==> config.mk <==
export PLATFORM = sky130hd
export DESIGN_NAME = uart_apb_cmd_decoder
export DESIGN_NICKNAME = d
export VERILOG_FILES = /design/src/rtl/uart_apb_cmd_decoder.sv
export SDC_FILE = /design/constraint.sdc
export NUM_CORES = 1
export LEC_CHECK = 0
export CAP_MARGIN = 20
export CORE_UTILIZATION = 52
export DETAILED_ROUTE_END_ITERATION = 10
export GPL_TIMING_DRIVEN = 0
export PLACE_DENSITY = 0.78
export SLEW_MARGIN = 10
export SYNTH_ARGS = -nofsm -noshare
export SYNTH_HDL_FRONTEND = slang
export SYNTH_SLANG_ARGS = --single-unit
==> constraint.sdc <==
create_clock -name clk -period 3.1 [get_ports clk]
set_input_delay 0.465 -clock clk [delete_from_list [all_inputs] [get_ports clk]]
set_output_delay 0.465 -clock clk [all_outputs]
set_load 0.01 [all_outputs]
==> src/rtl/uart_apb_cmd_decoder.sv <==
// Byte-level UART command decoder feeding an APB master request port.
// Assembles read/write frames, issues one start pulse, and serialises the response back out.
module uart_apb_cmd_decoder #(
  parameter int unsigned TIMEOUT_CYCLES = 100000
) (
  input  logic        clk,
  input  logic        rst_n,
  input  logic [7:0]  rx_data,
  input  logic        rx_valid,
  output logic [7:0]  tx_data,
  output logic        tx_valid,
  input  logic        tx_ready,
  output logic [31:0] addr,
  output logic [31:0] wdata,
  output logic        write_en,
  output logic        start,
  output logic        ready,
  input  logic [31:0] rdata,
  input  logic        done,
  output logic        busy,
  output logic        rx_overrun
);

  // state  | meaning
  // IDLE   | waiting for a command byte
  // ADDR   | shifting in 4 address bytes
  // DATA   | shifting in 4 write-data bytes
  // ISSUE  | one-cycle start pulse to the APB master
  // WAIT   | waiting for done from the APB master
  // RESP   | sending response bytes to the UART transmitter
  typedef enum logic [2:0] {
    S_IDLE, S_ADDR, S_DATA, S_ISSUE, S_WAIT, S_RESP
  } state_t;

  localparam logic [7:0] CMD_WRITE = 8'h57;
  localparam logic [7:0] CMD_READ  = 8'h52;
  localparam logic [7:0] RSP_ERR   = 8'h45;
  localparam logic [7:0] RSP_ACK   = 8'h4B;

  state_t      state, state_nx;
  logic [1:0]  byte_cnt;
  logic [31:0] timer;
  logic [23:0] resp_shift;
  logic [1:0]  resp_left;
  logic        timeout_hit, tx_fire, last_byte;
  logic        start_nx, ready_nx, busy_nx, tx_valid_nx, overrun_nx;

  assign tx_fire   = tx_valid && tx_ready;
  assign last_byte = rx_valid && (byte_cnt == 2'd3);
  assign timeout_hit = (TIMEOUT_CYCLES != 32'd0) && !rx_valid &&
                       ((timer + 32'd1) == TIMEOUT_CYCLES);

  always_ff @(posedge clk or negedge rst_n) begin
    if (!rst_n) state <= S_IDLE;
    else        state <= state_nx;
  end

  always_comb begin
    state_nx = state;
    case (state)
      S_IDLE:
        if (rx_valid) begin
          if (rx_data == CMD_WRITE || rx_data == CMD_READ) state_nx = S_ADDR;
          else                                             state_nx = S_RESP;
        end
      S_ADDR:
        if (timeout_hit)    state_nx = S_IDLE;
        else if (last_byte) state_nx = write_en ? S_DATA : S_ISSUE;
      S_DATA:
        if (timeout_hit)    state_nx = S_IDLE;
        else if (last_byte) state_nx = S_ISSUE;
      S_ISSUE: state_nx = S_WAIT;
      S_WAIT:  if (done) state_nx = S_RESP;
      S_RESP:  if (tx_fire && resp_left == 2'd0) state_nx = S_IDLE;
      default: state_nx = S_IDLE;
    endcase
  end

  // Flags are decoded from the next state so the registered outputs line up with the state.
  always_comb begin
    start_nx    = (state_nx == S_ISSUE);
    ready_nx    = (state_nx == S_WAIT);
    busy_nx     = (state_nx != S_IDLE);
    tx_valid_nx = (state_nx == S_RESP);
    overrun_nx  = rx_valid && (state == S_ISSUE || state == S_WAIT || state == S_RESP);
  end

  always_ff @(posedge clk or negedge rst_n) begin
    if (!rst_n) begin
      start      <= 1'b0;
      ready      <= 1'b0;
      busy       <= 1'b0;
      tx_valid   <= 1'b0;
      rx_overrun <= 1'b0;
    end else begin
      start      <= start_nx;
      ready      <= ready_nx;
      busy       <= busy_nx;
      tx_valid   <= tx_valid_nx;
      rx_overrun <= overrun_nx;
    end
  end

  always_ff @(posedge clk or negedge rst_n) begin
    if (!rst_n) begin
      byte_cnt   <= 2'd0;
      timer      <= 32'd0;
      addr       <= 32'd0;
      wdata      <= 32'd0;
      write_en   <= 1'b0;
      tx_data    <= 8'd0;
      resp_shift <= 24'd0;
      resp_left  <= 2'd0;
    end else begin
      if (state == S_ADDR || state == S_DATA) begin
        if (rx_valid || timeout_hit) timer <= 32'd0;
        else                         timer <= timer + 32'd1;
        if (timeout_hit)   byte_cnt <= 2'd0;
        else if (rx_valid) byte_cnt <= byte_cnt + 2'd1;
      end else begin
        timer    <= 32'd0;
        byte_cnt <= 2'd0;
      end

      if (state == S_ADDR && rx_valid) addr  <= {addr[23:0], rx_data};
      if (state == S_DATA && rx_valid) wdata <= {wdata[23:0], rx_data};

      case (state)
        S_IDLE:
          if (rx_valid) begin
            if (rx_data == CMD_WRITE)     write_en <= 1'b1;
            else if (rx_data == CMD_READ) write_en <= 1'b0;
            else begin
              tx_data   <= RSP_ERR;
              resp_left <= 2'd0;
            end
          end
        S_WAIT:
          if (done) begin
            if (write_en) begin
              tx_data   <= RSP_ACK;
              resp_left <= 2'd0;
            end else begin
              tx_data    <= rdata[31:24];
              resp_shift <= rdata[23:0];
              resp_left  <= 2'd3;
            end
          end
        S_RESP:
          if (tx_fire && resp_left != 2'd0) begin
            tx_data    <= resp_shift[23:16];
            resp_shift <= {resp_shift[15:0], 8'd0};
            resp_left  <= resp_left - 2'd1;
          end
        default: ;
      endcase
    end
  end

endmodule
; After elaboration in Yosys (flattened, before gate mapping)
; Index checks and enable logic that the tools add are counted.
; Widths: inputs -> output; s select.
[totals]
reg_bits = 141
latch_bits = 0
ramBits = 0
mem_bits_ro = 0
input_bits = 45
out_inout_bits = 78
wordCells = 95
n_memories = 0
[op_classes]
n_addsub = 3
n_mul = 0
n_div = 0
order_cmp = 0
eq_ne = 19
n_shift = 0
mux = 35
n_bitwise = 0
n_reduce_logical = 24
[ops]
columns = operator, n
row1 = $mux 24, 3
row2 = $mux 32, 2
row3 = $mux 8, 6
row4 = $pmux 24 s2, 1
row5 = $add 32x1->32 const B, 1
row6 = $eq 32x17->1 const B, 1
row7 = $mux 3, 8
row8 = $pmux 8 s3, 1
row9 = $mux 2, 9
row10 = $pmux 3 s6, 1
row11 = $eq 8x7->1 const B, 2
row12 = $eq 3x3->1 const B, 4
row13 = $ne 2x2->1 const B, 5
row14 = $eq 3x2->1 const B, 3
row15 = $logic_and 1x1->1, 8
row16 = $pmux 2 s3, 1
row17 = $reduce_and 6->1, 1
row18 = $reduce_bool 2->1, 3
row19 = $reduce_bool 3->1, 2
row20 = $logic_or 1x1->1, 5
row21 = $reduce_and 4->1, 1
row22 = $eq 3x1->1 const B, 1
row23 = $logic_not 3->1, 1
row24 = $mux 1, 3
row25 = other kinds (8), 8

; Logic depth before layout (Yosys ltp)
[depth]
ltp_word = 6
ltp_mapped = 11

; Worst setup path before layout
; OpenSTA, ideal clock, no wires.
[synth_path]
path_kind = register to register
start = register timer[0]
end = register timer[15]
setup_ns = 0.127
t_arrival_ns = 2.564
required_time_ns = 2.973
setup_slack_ns = 0.410
stages_incl_launch_ff = 12
path_buffers = 2
cell_sequence = dfrtp_1 ha_1 nand3_1 or4_1 buf_6 nor3_1 xnor2_1 nor4b_1 nand4_2 nand2_4 buf_8 nor2_1
[synth_via]
elab_chain_cells = 6
[synth_lines]
columns = item, line_no
row1 = from (decl), 42  ; logic [31:0] timer;
row2 = from (signal assigned), 117  ; else timer <= timer + 32'd1;
row3 = $add 32x1->32 (*), "51, 117"
row4 = $eq 32x17->1, 51  ; ((timer + 32'd1) == TIMEOUT_CYCLES);
row5 = $logic_and 1x1->1, 50  ; assign timeout_hit = (TIMEOUT_CYCLES != 32'd0) && !rx_valid &&
row6 = $logic_or 1x1->1, 116  ; if (rx_valid || timeout_hit) timer <= 32'd0;
row7 = $mux 32 (*), 116
row8 = $mux 32 (*), 115  ; if (state == S_ADDR || state == S_DATA) begin
; Every way passes the cells marked *; elsewhere a longest branch is shown, timed or not.
; A chain may end at the register's enable or synchronous reset.

; Worst setup path after layout
[layout_path]
start = register timer[0]
end = register start
[layout_via]
elab_chain_cells = 6
[layout_lines]
columns = item, line_no
row1 = $add 32x1->32 (*), 51
row2 = $eq 32x17->1 (*), 51
row3 = $logic_and 1x1->1 (*), 50
row4 = $mux 3 (on tied branches), "70, 67"
row5 = $pmux 3 s6 (*), 60  ; case (state)
row6 = via state_nx[0], 40  ; state_t state, state_nx;
row7 = $eq 3x2->1 (*), 81  ; start_nx = (state_nx == S_ISSUE);
row8 = via start_nx, 46  ; logic start_nx, ready_nx, busy_nx, tx_valid_nx, overrun_nx;
row9 = to (signal assigned), 96  ; start <= start_nx;
row10 = to (decl), 16  ; output logic start,
; Mark *: on every way through the listed nets, which the timed path passes. The rest lies on a longest branch.

==> qor.csv <==
metric,value,unit
Ys Warns,0,
Buffers on Ports,122,
Clock Skews,0.00725,ns
hold slack,0.00556,ns
Leak,3.76,nW
Psw,0.00214,W
TritonCTS buffer count,17,
Syn Nets,643,
final antenna diode count,0,
Seq. cell area,0.00353,mm²
DR iter-0 viols,346,
mapped cell area,0.00658,mm²
Worst Setup End Kind,flip-flop,
Pins Over Slew Limit,0,
worst rel slew slack,0.282,
final setup fails,0,
post-synthesis cell count,594,
share of cells above drive strength 1,0.181,
Pwr Total,0.00675,W
largest net degree at the start of global routing,86,
area grow syn2layout,31.8,%
initial core utilization,0.541,
vias,5009,
fmax,0.332,GHz
DRC errors left,0,
DRT Pass-1 Iters,5,
hold-fix buffers at CTS,0,
asr flop ratio synth,1.00,
die width,115,µm
Seq cells post-synth,141,
Worst Hold Class,in -> async,
max-cap violation count,0,
grt total ovfl,0,
clock network power share,0.296,
area of the multi-input gates,0.00290,mm²
sw frac,0.317,
Reg power frac,0.386,
first-pass GRT wire length,24100,µm
VDD IR-drop max,0.000374,V
Critical Path RT,3.40,ns
crit path time final,3.01,ns
"top cells by area, synth","dfrtp_1, mux2_2, nand2_1",
PwrDens,778,mW/mm²
CTS Buffer Depth,2,
fin worst setup slack,0.0853,ns
crit start category,flip-flop,
Inst Count DP,885,
post-synth top area cell,dfrtp_1,
Setup Crit Path Kind,reg -> reg,
Placer Congestion,0.809,
Die Ht,115,µm
dpl ws,-0.0658,ns
total core area,0.0122,mm²
"EDFF count, synth",0,
Logic pwr share,0.318,
remaining antenna violation count,0,
Num Clock Sinks,141,
run status,"finished, final reports clean",
Worst-Skew Late Latency,0.41,ns
Final Hold Fails,0,
antenna violations before repair,0,
Power Internal,0.00461,W
WL final,14700,µm
CTS root buf,clkbuf_16,
Die ar.,0.0131,mm²
critical path peak fanout,7,
Worst-path clk slew,0.06,ns
Slew @ Worst Pin,1.07,ns
All-Layer GR Usage,0.235,
Synth Area per Inst,11.1,µm²
CTS tree,done,
CP arrival,3.31,ns
H-tree lvl count,4,
DPL Wire Length,10600,µm
vias in the first global route,5025,
nets,788,
unique cell type count in the Yosys netlist,61,
Ports,123,
Vias per Instance,5.44,
Final Cycle Share,0.972,
Routed WL per cell,16.0,µm
# rows,40,
ys flop type,dfrtp_1,
filler cell count,865,
Yosys top cell area share,0.536,
register area share after synthesis,0.536,
final non-filler cell total,920,
[layout by cell type, fill, tap and decap left out, types with 6 or more instances in the layout]
master,instances
nor2_1,64
xnor2_1,20
xor2_1,16
nand2b_1,6
nor3_1,7
a21oi_1,12
and3_1,7
nor4_1,10
clkbuf_1,24
o21ai_0,37
nand3_1,14
mux2_2,64
nand2_1,68
mux2i_1,20
clkbuf_16,17
clkdlybuf4s50_1,121
dfrtp_1,141
[stage by stage]
step	utilization	setup TNS [ns]	cell area, µm²
after floorplan	-	0	6580
after global placement	0.659	-532.67	8020
after detailed placement	0.661	-1.01	8040
after CTS	0.711	0	8640
after global routing	0.713	-0.172	8680
final	0.713	0	8680
[synth_stat cells, drive strengths merged (6+ instances only)]
master / number
a21oi: 12
dfrtp: 141
mux2: 64
xnor2: 20
nand2b: 6
buf: 9
nand3: 16
nor3: 8
and3: 7
mux2i: 20
o21ai: 38
clkbuf: 24
nor2: 64
xor2: 16
nor4: 11
nand2: 69
nand4: 8
[power groups by stage]
stage | logic (W) | clock network (W) | registers (W)
global route | 0.00234 | 0.00213 | 0.00266
floorplan | 0.00107 | 0 | 0.00268
global placement | 0.00205 | 0 | 0.00261
finish | 0.00215 | 0.00200 | 0.00261
CTS | 0.00214 | 0.00202 | 0.00260
detailed placement | 0.00213 | 0 | 0.00263
[cell type report]
class	instances	area share
clock buffers	18	0.0495
repair buffers	126	0.147
multi-input cells	416	0.334
inverters	4	0.00173
well taps	168	0.0242
plain buffers	33	0.0190
clock inverters	14	0.0183
flip-flops and latches	141	0.407
[critical path, stage by stage, from the launching register on]
cell and delay, ns:
dfrtp_1 0.44, ha_2 0.27, nand3_2 0.16, or4_1 0.45
buf_6 0.16, nor4_4 0.28, mux2i_1 0.36, nor2_1 0.08
and4_4 0.20, a31oi_4 0.21, nor4b_2 0.28
[path summary, 6_finish.rpt]
check,from,to,slack [ns],cells past startpoint
setup / recovery,timer[0]$_DFF_PN0_,start$_DFF_PN0_,0.09,10
max in group asynchronous,rst_n,resp_left[1]$_DFFE_PN0P_,2.32,2
hold reg to reg,resp_shift[3]$_DFFE_PN0P_,resp_shift[3]$_DFFE_PN0P_,0.48,2
hold / removal,rst_n,addr[30]$_DFFE_PN0P_,0.006,1
min in group clk,resp_shift[3]$_DFFE_PN0P_,resp_shift[3]$_DFFE_PN0P_,0.48,2
setup reg to reg,timer[0]$_DFF_PN0_,start$_DFF_PN0_,0.09,10
[flip-flops by register name, summed over array words and instances (netlist names), 2 cells and up]
name	cells
addr	32
byte_cnt	2
resp_left	2
resp_shift	24
state	3
timer	32
tx_data	8
wdata	32
[cell families (layout without fill, tap and decap cells)]
group / count (synthesis) / count (layout) / share of synthesized area
DFF: 141 / 141 / 0.536
buffers and inverters: 37 / 195 / 0.0274
and+or+nand+nor: 219 / 219 / 0.173
muxes: 84 / 84 / 0.140
AOI/OAI and AO/OA: 73 / 73 / 0.0682
adders and majority gates: 4 / 4 / 0.00760
xor gates and xnor gates: 36 / 36 / 0.0479
[timing repair]
action / 4_1_cts / 5_1_grt
setup buffers: 0 / 3
hold endpoints to repair: 0 / 0
resized for setup: 2 / 2
pin swaps: 0 / 1
endpoints found under the setup margin: 31 / 24
[layer usage]
metal / wire, µm / track usage / vias to the layer above / share of wire
met5: 0 / 0 / - / 0
met4: 192 / 0.0649 / 0 / 0.013
met3: 565 / 0.0482 / 19 / 0.038
met2: 7570 / 0.408 / 145 / 0.51
met1: 6380 / 0.298 / 2481 / 0.43
li1: - / - / 2364 / -
No activity file was read; power rests on OpenSTA's default activity.
